**config.mk**
```make
export PLATFORM = sky130hd
export DESIGN_NAME = fifo_stream_drain
export DESIGN_NICKNAME = d
export VERILOG_FILES = /design/src/rtl/fifo_stream_pkg.sv /design/src/rtl/stream_buf2.sv /design/src/rtl/fifo_stream_drain.sv
export SDC_FILE = /design/constraint.sdc
export NUM_CORES = 1
export LEC_CHECK = 0
export BUFFER_PORTS_ARGS = -buffer_cell sky130_fd_sc_hd__buf_2
export CORE_MARGIN = 2
export CORE_UTILIZATION = 31
export CTS_CLUSTER_SIZE = 28
export DETAILED_ROUTE_END_ITERATION = 10
export PLACE_DENSITY = 0.49
export SETUP_SLACK_MARGIN = 0.05
export SLEW_MARGIN = 15
export SYNTH_ARGS = -nofsm -noshare
export SYNTH_HDL_FRONTEND = slang
export SYNTH_SLANG_ARGS = --single-unit
```
**constraint.sdc**
```tcl
create_clock -name clk -period 6.2 [get_ports clk]
set_input_delay 1.24 -clock clk [delete_from_list [all_inputs] [get_ports clk]]
set_output_delay 1.24 -clock clk [all_outputs]
set_load 0.1 [all_outputs]
```
**src/rtl/fifo_stream_pkg.sv**
```systemverilog
// Shared constants and parameter-legality helpers for the FIFO stream drain stage.
package fifo_stream_pkg;

    localparam int unsigned BUF_DEPTH = 2;
    localparam int unsigned OCC_W     = 2;
    localparam int unsigned BEAT_W    = 8;
    localparam int unsigned BURST_MAX = 256;

    function automatic bit rd_lat_ok(input int unsigned lat);
        return (lat == 0) || (lat == 1);
    endfunction

    function automatic bit burst_ok(input int unsigned burst);
        return (burst >= 1) && (burst <= BURST_MAX);
    endfunction

endpackage

```
**src/rtl/stream_buf2.sv**
```systemverilog
// Two-entry in-order register buffer with push, pop and occupancy; head drives the output.
module stream_buf2
    import fifo_stream_pkg::*;
#(
    parameter int unsigned WIDTH = 64
)
(
    input  logic             clk,
    input  logic             rst,
    input  logic             i_push,
    input  logic [WIDTH-1:0] i_data,
    input  logic             i_pop,
    output logic             o_valid,
    output logic [WIDTH-1:0] o_data,
    output logic [OCC_W-1:0] o_occ
);

    logic [WIDTH-1:0] r_head;
    logic [WIDTH-1:0] r_tail;
    logic [OCC_W-1:0] r_occ;
    logic             r_valid;
    logic             w_pop;
    logic [OCC_W-1:0] w_occ_nxt;

    assign w_pop     = i_pop & (r_occ != '0);
    assign w_occ_nxt = r_occ + OCC_W'(i_push) - OCC_W'(w_pop);

    // Head keeps its last value when the buffer drains, so the output data holds while idle.
    always_ff @(posedge clk or posedge rst) begin
        if (rst) begin
            r_head  <= '0;
            r_tail  <= '0;
            r_occ   <= '0;
            r_valid <= 1'b0;
        end else begin
            case ({i_push, w_pop})
                2'b10: begin
                    if (r_occ == '0) r_head <= i_data;
                    else             r_tail <= i_data;
                end
                2'b01: begin
                    if (r_occ == OCC_W'(2)) r_head <= r_tail;
                end
                2'b11: begin
                    if (r_occ == OCC_W'(1)) begin
                        r_head <= i_data;
                    end else begin
                        r_head <= r_tail;
                        r_tail <= i_data;
                    end
                end
                default: ;
            endcase
            r_occ   <= w_occ_nxt;
            r_valid <= (w_occ_nxt != '0);
        end
    end

    assign o_valid = r_valid;
    assign o_data  = r_head;
    assign o_occ   = r_occ;

endmodule

```
**src/rtl/fifo_stream_drain.sv**
```systemverilog
// Drains a FIFO read port onto a valid/ready stream with credit-based pops,
// read-latency hiding and fixed-length burst framing.
module fifo_stream_drain
    import fifo_stream_pkg::*;
#(
    parameter int unsigned WIDTH  = 64,
    parameter int unsigned RD_LAT = 1,
    parameter int unsigned BURST  = 8
)
(
    input  logic             clk,
    input  logic             rst,
    input  logic             fifo_empty,
    output logic             fifo_pop,
    input  logic [WIDTH-1:0] fifo_data,
    output logic             m_valid,
    input  logic             m_ready,
    output logic [WIDTH-1:0] m_data,
    output logic             m_last,
    output logic [OCC_W-1:0] occupancy
);

    localparam logic [BEAT_W-1:0] LAST_BEAT = BEAT_W'(BURST - 1);

    generate
        if (!rd_lat_ok(RD_LAT) || !burst_ok(BURST)) begin : g_bad_param
            $error("fifo_stream_drain: RD_LAT must be 0 or 1 and BURST must be 1..256");
        end
    endgenerate

    logic              w_inflight;
    logic              w_capture;
    logic              w_deq;
    logic [2:0]        w_credit_used;
    logic [2:0]        w_credit_lim;
    logic              w_buf_valid;
    logic [WIDTH-1:0]  w_buf_data;
    logic [OCC_W-1:0]  w_occ;
    logic [BEAT_W-1:0] r_beat;

    assign w_deq = w_buf_valid & m_ready;

    // Credit: buffered + in-flight words, less the one leaving this cycle, must stay below depth.
    assign w_credit_used = 3'(w_occ) + 3'(w_inflight);
    assign w_credit_lim  = 3'(BUF_DEPTH) + 3'(w_deq);
    assign fifo_pop      = ~rst & ~fifo_empty & (w_credit_used < w_credit_lim);

    generate
        if (RD_LAT == 1) begin : g_lat1
            logic r_inflight;

            always_ff @(posedge clk or posedge rst) begin
                if (rst) r_inflight <= 1'b0;
                else     r_inflight <= fifo_pop;
            end

            assign w_inflight = r_inflight;
            assign w_capture  = r_inflight;
        end else begin : g_lat0
            assign w_inflight = 1'b0;
            assign w_capture  = fifo_pop;
        end
    endgenerate

    stream_buf2 #(
        .WIDTH (WIDTH)
    ) u_buf (
        .clk     (clk),
        .rst     (rst),
        .i_push  (w_capture),
        .i_data  (fifo_data),
        .i_pop   (w_deq),
        .o_valid (w_buf_valid),
        .o_data  (w_buf_data),
        .o_occ   (w_occ)
    );

    // Beat position within the burst; holds across gaps so a burst resumes where it stopped.
    always_ff @(posedge clk or posedge rst) begin
        if (rst) begin
            r_beat <= '0;
        end else if (w_deq) begin
            r_beat <= (r_beat == LAST_BEAT) ? '0 : r_beat + BEAT_W'(1);
        end
    end

    assign m_valid   = w_buf_valid;
    assign m_data    = w_buf_data;
    assign m_last    = w_buf_valid & (r_beat == LAST_BEAT);
    assign occupancy = w_occ;

endmodule
```
Word level (Yosys, flattened, before mapping)
Cells that the tools add are included.
{"block": "classes", "n_addsub": 5, "n_mul": 0, "div": 0, "order_cmp": 1, "eq_ne": 10, "shift": 0, "n_mux": 8, "bitwise_logic": 7, "reduce_logical": 7}
{"cell": "$mux 64", "n": 5}
{"cell": "$pmux 64 s3", "n": 1}
{"cell": "$pmux 64 s2", "n": 1}
{"cell": "$add 8x1->8 const B", "n": 1}
{"cell": "$eq 8x3->1 const B", "n": 1}
{"cell": "$mux 8", "n": 1}
{"cell": "$eq 2x2->1 const B", "n": 3}
{"cell": "$reduce_and 3->1", "n": 2}
{"cell": "$reduce_bool 2->1", "n": 3}
{"cell": "$and 1x1->1", "n": 5}
{"cell": "$eq 2x1->1 const B", "n": 2}
{"cell": "$ne 2x1->1 const B", "n": 2}
{"cell": "$ne 2x2->1 const B", "n": 2}
{"cell": "$add 2x1->3", "n": 1}
{"cell": "$add 2x1->3 const A", "n": 1}
{"cell": "$lt 3x3->1", "n": 1}
{"cell": "$reduce_bool 3->1", "n": 1}
{"cell": "$add 2x1->2", "n": 1}
{"cell": "$logic_not 2->1", "n": 1}
{"cell": "$not 1->1", "n": 2}
{"cell": "$sub 2x1->2", "n": 1}
{"block": "word_totals", "ff_bits": 140, "latchBits": 0, "mem_bits_rw": 0, "mem_bits_ro": 0, "in_bits": 68, "out_inout_bits": 69, "word_cells": 44, "mem_count": 0}

Logic depth before layout (Yosys ltp)
{"block": "depth", "depth_word": 5, "mapped_depth": 7}

Cells and area by module
A second synthesis with hierarchy kept.
{"block": "hier_totals", "hier_cells": 652, "area_unflattened_um2": 7199.4}
{"mod": "stream_buf2", "instances": 1, "cells_each": 610, "area_per_inst_um2": 6735.2, "seq_area_each_um2": 3278.1}
{"mod": "fifo_stream_drain", "instances": 1, "cells_each": 42, "area_per_inst_um2": 464.2, "seq_area_each_um2": 225.2}

Worst setup path before layout
No wires, ideal clock.
{"block": "synth_path", "path_kind": "input port to output port", "startpoint": "in m_ready", "endpoint": "out fifo_pop", "arrival_ns": 4.853, "required_ns": 4.960, "path_slack_ns": 0.107, "cell_stages": 4, "path_cell_list": "nand2_1 buf_2 o21ai_0 nor4b_1"}
{"block": "synth_via", "elab_chain_len": 4}
{"item": "start, declared", "line": "fifo_stream_drain.sv:17", "source": "input logic m_ready,"}
{"item": "$and 1x1->1", "line": "fifo_stream_drain.sv:41", "source": "assign w_deq = w_buf_valid & m_ready;"}
{"item": "$add 2x1->3", "line": "fifo_stream_drain.sv:45", "source": "assign w_credit_lim = 3'(BUF_DEPTH) + 3'(w_deq);"}
{"item": "$lt 3x3->1", "line": "fifo_stream_drain.sv:46", "source": "assign fifo_pop = ~rst & ~fifo_empty & (w_credit_used < w_credit_lim);"}
{"item": "$and 1x1->1", "line": "fifo_stream_drain.sv:46"}
{"item": "end, declared", "line": "fifo_stream_drain.sv:14", "source": "output logic fifo_pop,"}
Every way passes these cells.

Final worst setup path
Ends and elaborated chain as after synthesis.

==> results.md <==
STA:
- Setup repair after global routing left no endpoint under its margin.
- Measured against its own limit, the worst slew margin works out to 23.6%.
- In the final timing run, aggregate negative setup slack is 0 ns.
- At the pin with the least slew margin, the transition time is 1.15 ns.
- The final max-slew violation count is 0.
- The period utilization is 64.0%.
- Between clock sinks in the finished design, the worst skew comes to 0.0111 ns.
- The count of final hold-check violations is 0.
- The minimum clock period after layout is 3.97 ns.
- For this run, the top clock speed supported by timing is 0.252 GHz.
- The count of endpoints failing setup in the final report is 0.

Setup path:
- Walking the worst path, the cells encountered are buf_2 > nand2_2 > o21ai_0 > nor4b_1 > buf_2.
- The capturing point of the worst reg2reg path is u_buf.o_data[5].
- The worst reg-to-reg setup slack is 2.63 ns.
- Of all nets on the critical path, the largest fanout is 8.
- In this run the worst setup path terminates at fifo_pop.
- The kind of cell adding the most delay to the critical path is buffers and inverters.
- The slowest stage of the critical path belongs to the cell nor4b_1.
- Among the stages of the critical path, the cell type that occurs most often is buf_2.
- Together, buffers and inverters on the worst path number 2.
- The reg-to-reg critical path startpoint is u_buf.o_occ[1].
- The critical path is of the in -> out type.
- On the worst path, the slowest cell contributes a delay of 0.54 ns.
- The critical path data arrival time is 2.73 ns.
- In this run the number of cells on the critical path is 5.
- Tracing the worst setup path back leads to its startpoint at m_ready.
- The worst setup path is launched from an input pin.
- Measured in cells, the most critical reg-to-reg path has a length of 5.
- The kind of capture point of the worst setup path is a primary output.
- The data required time at the worst endpoint is 4.96 ns.

Route:
- After detailed routing, the average wire length per cell comes to 21.6 µm.
- The first-pass iteration count of the detailed router is 4.
- The number of nets still failing antenna checks after routing is 0.
- In the routed design, unresolved DRC markers number 0.
- The total number of vias is 6169.
- After detailed routing, the number of vias per cell comes to 5.77.
- For this block, the initial DRC count from the detailed router was 408.
- The final wirelength is 23200 µm.

Layout:
- The most frequent standard cell in the layout excluding fill and tap cells is dfrtp_1.
- The relative area change from synthesis to final layout is 20.6%.
- In the final design database the tool counted 811 nets.
- The non-filler instance count after layout is 1070.
- In the layout the commonest cells are 139 x dfrtp_1, 136 x buf_2, 69 x nand2_1.
- The number of antenna diodes in the final layout is 0.
- In the final layout, the share of cells above drive strength 1 is 41.8%.
- The core occupancy in the finished layout is 38.0%.

Floorplanning:
- The floorplan step defined a die boundary enclosing 25100 µm².
- Row generation in the floorplan step produced 56 rows.
- The vertical die dimension is 159 µm.
- The region available for standard cell placement spans 23500 µm².
- The die span in x is 159 µm.
- The initial core utilization is 31.5%.
- The number of ports placed on the die boundary is 137.

Synth:
- The mapped netlist covers 7400 µm².
- The synthesized area per cell is 11.4 µm².
- The number of library cell types mapped by synthesis is 39.
- The total nets after synthesis is 722.
- After synthesis the netlist holds a flip-flop and latch count of 140.
- The sequential share of the synthesized area is 47.3%.
- Synthesis produced 650 cells.
- The flip-flop cell with the highest count after synthesis is dfrtp_1.
- The fraction of synthesis flops using an asynchronous set or reset pin is 100%.
- The number of enable-type register cells in the synthesized netlist is 0.
- During synthesis, Yosys emitted a total of 0 warnings.

Hold path:
- The worst hold-check path type is reg -> reg.
- The start point of the worst min-delay path is r_beat[7].

Global route:
- The wire length of the first global-routing pass is 35900 µm.
- The remaining global-route overflow is 0.
- The aggregate global-route resource usage is 18.6%.
- Entering global routing, the biggest net connects 92 pins.
- The number of global-route vias before repair is 6512.
- The initial antenna violation count is 0.

Clock network:
- The clock-pin slew on the worst setup and hold paths is 0.06 ns.
- The clock passes through at most 2 buffers.
- The buffer count from post-CTS setup fixing is 0.
- TritonCTS built the clock tree.
- The tree built by TritonCTS fans out to 140 sinks.
- The number of resized instances in the post-cts repair step is 0.
- The hold buffer count at CTS is 0.
- The tree is rooted in a clkbuf_16.
- The clock network latency to the later pin of the worst-skew pair is 0.41 ns.
- The H-tree depth is 4.
- The number of clock buffers added by TritonCTS is 17.

Placed design:
- The count of buffers added on input and output ports is 136.
- The post-placement cell count is 1039.
- The routability congestion estimate from global placement is 0.721.
- The total half-perimeter wirelength after legalization and detailed placement is 13100 µm.

Run:
- Across the run, the number of max-cap violations was 0.

Outcome:
- The flow ran to the end, and the final reports show no timing, DRC or antenna violations.
[flip-flops by register name, summed over array words and instances, names as in the netlist]
| register | count |
|---|---|
| u_buf.r_tail | 64 |
| r_beat | 8 |
| u_buf.o_data | 64 |
| g_lat1.r_inflight | 1 |
| u_buf.o_occ | 2 |
| u_buf.o_valid | 1 |
[worst min-delay path by stage]
stage / endpoint / slack [ns] / depth (start not counted)
after global routing: r_beat[7] / 0.51 / 1
after CTS: r_beat[7] / 0.48 / 1
after global placement: r_beat[7] / 0.47 / 1
after floorplan: r_beat[7] / 0.45 / 1
after detailed placement: r_beat[7] / 0.47 / 1
final: r_beat[7] / 0.48 / 1
[kinds of logic after synthesis]
family / Yosys count / synth area share, %
AO/OA/AOI/OAI: 137 / 21.0
XOR/XNOR: 5 / 0.592
adder cells (fa/ha/maj): 4 / 0.676
buffers and inverters: 81 / 5.31
flip-flops: 140 / 47.3
multiplexers: 64 / 9.74
AND/OR/NAND/NOR: 219 / 15.3
[metrics by stage]
| step | worst slack [ns] | cell area [µm²] | hold WS, ns |
|---|---|---|---|
| floorplan | 0.107 | 7400 | 0.447 |
| global placement | 2.26 | 8220 | 0.472 |
| detailed placement | 2.20 | 8220 | 0.470 |
| CTS | 2.20 | 8930 | 0.481 |
| global route | 2.11 | 8930 | 0.506 |
| finish | 2.23 | 8930 | 0.478 |
[layer usage]
layer | wire length, µm | GRT usage (%) | up-vias | share of wire [%]
li1 | - | - | 2696 | -
met1 | 10300 | 23.4 | 3253 | 45
met2 | 11600 | 32.4 | 205 | 50
met3 | 1060 | 3.59 | 15 | 4.6
met4 | 207 | 5.32 | 0 | 0.89
met5 | 0 | 0 | - | 0
[layout make-up]
| type | count | area (µm²) |
|---|---|---|
| sequential | 140 | 3500 |
| inverter | 5 | 26.3 |
| fill | 2316 | 14500 |
| clock inverter | 11 | 238 |
| timing repair buffer | 146 | 756 |
| multi-input combinational | 429 | 3540 |
| clock buffer | 20 | 467 |
| tap | 319 | 399 |
[cells in the mapped netlist, types with 5 or more instances]
master    instances  area, µm²
a41oi_2          60        976
buf_4             6       45.0
buf_6             8       90.1
clkbuf_1         55        206
nor4_1           63        394
o211ai_1         63        473
xnor2_1           5       43.8
mux2_2           64        721
nand2_1          70        263
dfrtp_1         140       3500
buf_2             5       25.0
nand3_1          63        315
inv_1             5       18.8
Power is not shown: default switching activity piles up to over one toggle a cycle in this logic, so the estimate is an artifact.
